--- src/rtl/logic_unit_pipe.sv ---
//------------------------------------------------------------------------------
// Module   : logic_unit_pipe
// Brief    : Two-stage pipelined WIDTH-bit bitwise logic unit with valid/ready
//            handshakes, last-result chaining and registered zero/parity flags.
//            Optional macro LOGIC_POPCNT_EN adds a registered popcnt output.
// Revision : 1.0 - initial release
//------------------------------------------------------------------------------
`default_nettype none

module logic_unit_pipe #(
  parameter int WIDTH = 8
) (
  input  logic             clk,
  input  logic             rst_n,
  input  logic             in_valid,
  output logic             in_ready,
  input  logic [2:0]       op,
  input  logic [WIDTH-1:0] a,
  input  logic [WIDTH-1:0] b,
  input  logic             use_prev,
  output logic             out_valid,
  input  logic             out_ready,
  output logic [WIDTH-1:0] result,
  output logic             zero,
  output logic             parity
`ifdef LOGIC_POPCNT_EN
  ,
  output logic [$clog2(WIDTH+1)-1:0] popcnt
`endif
);

  localparam logic [2:0] C_OP_AND  = 3'b000;
  localparam logic [2:0] C_OP_OR   = 3'b001;
  localparam logic [2:0] C_OP_XOR  = 3'b010;
  localparam logic [2:0] C_OP_NOTA = 3'b011;
  localparam logic [2:0] C_OP_NAND = 3'b100;
  localparam logic [2:0] C_OP_NOR  = 3'b101;
  localparam logic [2:0] C_OP_XNOR = 3'b110;

  logic [WIDTH-1:0] r_res1;
  logic             r_v1;
  logic [WIDTH-1:0] r_lr;
  logic [WIDTH-1:0] r_result;
  logic             r_zero;
  logic             r_parity;
  logic             r_out_valid;

  logic             w_adv;
  logic             w_in_ready;
  logic             w_accept;
  logic [WIDTH-1:0] w_opa;
  logic [WIDTH-1:0] w_res;

  assign w_adv      = !r_out_valid || out_ready;
  assign w_in_ready = !r_v1 || w_adv;
  assign w_accept   = in_valid && w_in_ready;
  // Chaining reads lr directly, so a use_prev beat right behind its producer sees it.
  assign w_opa      = use_prev ? r_lr : a;

  always_comb begin
    w_res = b;
    case (op)
      C_OP_AND:  w_res = w_opa & b;
      C_OP_OR:   w_res = w_opa | b;
      C_OP_XOR:  w_res = w_opa ^ b;
      C_OP_NOTA: w_res = ~w_opa;
      C_OP_NAND: w_res = ~(w_opa & b);
      C_OP_NOR:  w_res = ~(w_opa | b);
      C_OP_XNOR: w_res = ~(w_opa ^ b);
      default:   w_res = b;
    endcase
  end

  always_ff @(posedge clk or negedge rst_n) begin
    if (!rst_n) begin
      r_res1      <= '0;
      r_v1        <= 1'b0;
      r_lr        <= '0;
      r_result    <= '0;
      r_zero      <= 1'b0;
      r_parity    <= 1'b0;
      r_out_valid <= 1'b0;
    end else begin
      if (w_adv) begin
        if (r_v1) begin
          r_result    <= r_res1;
          r_zero      <= ~|r_res1;
          r_parity    <= ^r_res1;
          r_out_valid <= 1'b1;
        end else begin
          r_out_valid <= 1'b0;
        end
      end
      if (w_accept) begin
        r_res1 <= w_res;
        r_v1   <= 1'b1;
        r_lr   <= w_res;
      end else if (w_adv) begin
        r_v1   <= 1'b0;
      end
    end
  end

`ifdef LOGIC_POPCNT_EN
  localparam int POPW = $clog2(WIDTH+1);

  logic [POPW-1:0] w_pop;
  logic [POPW-1:0] r_popcnt;

  always_comb begin
    w_pop = '0;
    for (int i = 0; i < WIDTH; i++) begin
      w_pop = w_pop + POPW'(r_res1[i]);
    end
  end

  always_ff @(posedge clk or negedge rst_n) begin
    if (!rst_n) begin
      r_popcnt <= '0;
    end else if (w_adv && r_v1) begin
      r_popcnt <= w_pop;
    end
  end

  assign popcnt = r_popcnt;
`endif

  assign in_ready  = w_in_ready;
  assign out_valid = r_out_valid;
  assign result    = r_result;
  assign zero      = r_zero;
  assign parity    = r_parity;

endmodule

`default_nettype wire

--- config.mk ---
export PLATFORM = sky130hd
export DESIGN_NAME = logic_unit_pipe
export DESIGN_NICKNAME = d
export VERILOG_FILES = /design/src/rtl/logic_unit_pipe.sv
export SDC_FILE = /design/constraint.sdc
export NUM_CORES = 1
export LEC_CHECK = 0
export BUFFER_PORTS_ARGS = -buffer_cell sky130_fd_sc_hd__clkbuf_2
export CORE_MARGIN = 2
export CORE_UTILIZATION = 55
export CTS_BUF_LIST = sky130_fd_sc_hd__clkbuf_8
export CTS_CLUSTER_SIZE = 25
export DETAILED_ROUTE_END_ITERATION = 16
export PLACE_DENSITY_LB_ADDON = 0.25
export SYNTH_ARGS = -nofsm -noshare
export SYNTH_HDL_FRONTEND = slang
export SYNTH_SLANG_ARGS = --single-unit
export TNS_END_PERCENT = 100
--- constraint.sdc ---
create_clock -name clk -period 5 [get_ports clk]
set_clock_uncertainty 0.2 [all_clocks]
set_input_delay 0.5 -clock clk [delete_from_list [all_inputs] [get_ports clk]]
set_output_delay 0.5 -clock clk [all_outputs]
set_load 0.005 [all_outputs]
# ---- After elaboration in Yosys (flattened, before gate mapping)
# Index checks and enable logic that the tools add are counted.
dict set report totals {
  in_bits 24
  reg_bits 20
  latch_bits 0
  rom_bits 0
  mem_count 0
  ram_bits 0
}
dict set report op_classes {
  n_reduce_logical 11
  n_lt_le_gt_ge 0
  n_addsub 0
  div 0
  mux 5
  n_bitwise 7
  eq_ne 6
  multipliers 0
  shifts 0
}
# operator count
set ops {}
lappend ops {{$pmux 8 s7} 1}
lappend ops {{$not 8->8} 4}
lappend ops {{$eq 3x3->1 const B} 3}
lappend ops {{$and 8x8->8} 1}
lappend ops {{$mux 8} 1}
lappend ops {{$or 8x8->8} 1}
lappend ops {{$reduce_or 8->1} 1}
lappend ops {{$reduce_xor 8->1} 1}
lappend ops {{$xor 8x8->8} 1}
lappend ops {{$eq 3x2->1 const B} 2}
lappend ops {{$eq 3x1->1 const B} 1}
lappend ops {{$logic_not 1->1} 3}
lappend ops {{$logic_not 3->1} 1}
lappend ops {{$mux 1} 3}
lappend ops {{$logic_or 1x1->1} 2}
lappend ops {{$reduce_and 2->1} 1}
lappend ops {{$reduce_bool 2->1} 1}
lappend ops {{$logic_and 1x1->1} 1}

# ---- Logic depth before layout (Yosys ltp)
dict set report depth {
  depth_word 5
  depth_mapped 8
}

# ---- Worst setup path after synthesis
# OpenSTA, ideal clock, no wires.
dict set report synth_path {
  kind {input-to-reg}
  from {input port use_prev}
  to {register r_lr[2]}
  t_required_ns 4.705
  arrival_ns 1.881
  stages 7
  setup_ns 0.095
  slack_ns 2.823
  path_buffers 1
  path_cell_list {buf_6 > mux2_4 > ha_1 > or3_1 > a31oi_1 > a211oi_1 > o31ai_1}
}
dict set report synth_via {
  elab_chain_len 4
  elab_cells_between_ends 9
  classes_between {mux: 2; bitwise: 7}
}
# element line_no
set synth_rtl {}
lappend synth_rtl {{start, declared} 20} ;# input logic use_prev,
lappend synth_rtl {{$mux 8 (*)} 58} ;# assign w_opa = use_prev ? r_lr : a;
lappend synth_rtl {{$xor 8x8->8 (tied with other cells)} {65, 69}}
lappend synth_rtl {{$not 8->8 (on tied branches)} {69, 67, 68}}
lappend synth_rtl {{$pmux 8 s7 (*)} 62} ;# case (op)
lappend synth_rtl {{end signal, assigned} 97} ;# r_lr <= w_res;
lappend synth_rtl {{end, declared} 42} ;# logic [WIDTH-1:0] r_lr;
# Mark *: on every way between the ends. The rest lies on a longest branch, timed or not.
# A chain may end at the register's enable or synchronous reset.

# ---- Worst setup path after layout
dict set report layout_path {
  from {input port use_prev}
  to {register r_lr[5]}
}
# The elaborated chain is that of the path after synthesis.

==> out/metrics.cfg <==
[outcome]
status = finished, violations left
violations = negative hold slack

[grt]
antenna_found_initial = 0
grt-busiest-layer = met2
grt_max_degree = 30
grt_pass1_vias = 1309
grtUsageMet1_pct = 25.84
grt_pass1_wl_um = 5547
grt.overflow.total = 0
use_met3_pct = 0.8734
grt_use_met2_pct = 36.26
grt_usage_pct = 20.49

[power_and_ir_drop]
p_leak_nw = 1.028
fin_total_pwr_uw = 606.9
vdd_drop_max_v = 0.0001299
cellPowerDensity_nw_per_um2 = 316.0

[clock_tree]
clock_latency_ns = 0.26
root_buffer = clkbuf_8
cts.path.max_buffers = 2
postCtsSetupBuffers = 0
cts.htree.levels = 1
path_clk_slew_ns = 0.08
cts-resized-gates = 0
cts_tree = built
cts.sinks = 20
holdBufCountCts = 0
cts_buffers = 3

[worst_setup_path]
rr_endpoint = r_lr[0]
max_stage_delay_ns = 0.41
cp_max_fo = 8
worstSetupPathType = input pin to register
crit_required_ns = 4.92
critPathCaptureType = register
cp-start-kind = input pin
crit_start = use_prev
cpMaxStageDelayCell = mux2_2
r2r_start = r_lr[0]
path_delay_family = multiplexers
rrSetupSlack_ns = 2.99
crit_chain = clkbuf_2 > mux2_2 > inv_1 > ha_1 > mux2_2 > a221oi_1 > a221oi_1
worst_ep_arrival_time_ns = 2.12
ff2ff_path_depth = 6
path_buf_inv = 2

[synthesis]
ys_ff_latch = 20
synth_cell_types = 37
async_flop_share_pct = 100.0
ys_seq_area_share_pct = 29.50
synth_xor_area_share_pct = 6.195
yosysMostFrequentCell = inv_1
synthCells = 197
synth_compound_area_share_pct = 17.33
synth_top_area_share_pct = 29.50
ys_top_cells_by_area = dfrtp_1 (29%), ha_1 (15%), inv_1 (6.2%)
synth_edf_count = 0
syn-cell-area_um2 = 1697
synthSimpleGateAreaFrac_pct = 13.79
synthAdderAreaFrac_pct = 14.75
syn-num-nets = 241
yosys.area.top_type = dfrtp_1
avgSynthCellArea_um2 = 8.612
synth.area.mux_share_pct = 8.260
yosysWarnings = 0
synthFlopType = dfrtp_1
synth_common_cells = inv_1 (28), nand2_1 (22), dfrtp_1 (20), ha_1 (20), o21ai_0 (14)
synth_top_family_by_area = compound AO/OA/AOI/OAI gates

[placement]
gp_congestion = 0.7988
preCtsSetupSlack_ns = 2.558
portBuffers = 35
dp.final_hpwl_um = 2469

[sta]
hold_slack_ns = -0.007818
slew_headroom_pct = 62.32
timing.fmax_ghz = 0.4549
drv_slew = 0
finalCritPeriodShare_pct = 43.96
setup-violations-final = 0
setup_ws_ns = 2.802
tns_ns = 0
tightest_slew_ns = 0.5638
rsz0062_at_grt = no
period_needed_ns = 2.198
hold_viol = 20

[route]
vias = 1425
totalWireLength_um = 3474
drc = 0
vias_per_cell = 5.502
wl_per_cell_um = 13.41
ant_nets = 0
dr.pass1.iters = 6
drt_iter0_markers = 51

[finish]
utilization_pct = 63.96
antenna_cells = 0
areaGrowthSynthToFinish_pct = 13.20
drive_gt1_share_pct = 20.35
nNetsFinal = 271

[floorplanning]
rows = 20
die-area_um2 = 3545
io_pins = 36
die_h_um = 59.54
fp.dieW_um = 59.54
initial_utilization_pct = 56.50
core_um2 = 3003

[job]
maxCapViolCount = 0

[min_path]
hold_class = input pin to async pin

-- final cells by class --
| cell class | count | area (um^2) |
|---|---|---|
| Fill cell | 253 | 1082 |
| Multi-Input combinational cell | 138 | 1023 |
| Sequential cell | 20 | 500.5 |
| Timing Repair Buffer | 35 | 175.2 |
| Inverter | 29 | 108.9 |
| Clock buffer | 3 | 41.29 |
| Tap cell | 33 | 41.29 |
| Clock inverter | 1 | 30.03 |
-- kinds of logic after synthesis --
logic type | Yosys count
XOR/XNOR | 12
flip-flops | 20
AND/OR/NAND/NOR | 51
buffers and inverters | 39
adder cells (fa/ha/maj) | 20
AO/OA/AOI/OAI | 42
multiplexers | 13
-- sequential cells by signal (all words and copies together) (netlist names) --
| signal | flops |
|---|---|
| out_valid | 1 |
| parity | 1 |
| r_lr | 8 |
| r_v1 | 1 |
| result | 8 |
| zero | 1 |
-- where the power goes --
group	internal (mW)	switching, mW	total (mW)
Clock	0.107	0.0569	0.164
Sequential	0.196	0.0206	0.217
Combinational	0.106	0.120	0.226
-- layer usage --
layer  wire length, um  vias to the layer above
li1                  -                      730
met1              1663                      659
met2              1676                       32
met3                90                        4
met4                44                        0
met5                 0                        -
-- cells in the final DEF, fill, tap and decap left out, types with 5 or more instances in the layout --
master    count
o31ai_1       5
nor2_1       12
ha_1         20
dfrtp_1      20
mux2i_1       8
inv_1        28
nand2_1      22
xor2_1        5
o21ai_0      14
clkbuf_2     35
xnor2_1       7
-- how the worst max path moves through the flow --
| stage | endpoint | depth (start not counted) |
|---|---|---|
| CTS | r_lr[5] | 7 |
| global route | r_lr[6] | 7 |
| global placement | r_lr[0] | 7 |
| floorplan | r_lr[2] | 7 |
| finish | r_lr[5] | 7 |
| detailed placement | r_lr[5] | 7 |
-- per-stage QoR --
step | instances | instance area, um^2
after floorplan | 197 | 1697
after global placement | 255 | 1849
after detailed placement | 255 | 1849
after CTS | 259 | 1921
after global routing | 259 | 1921
final | 259 | 1921
Power figures use the tool's default switching activity.
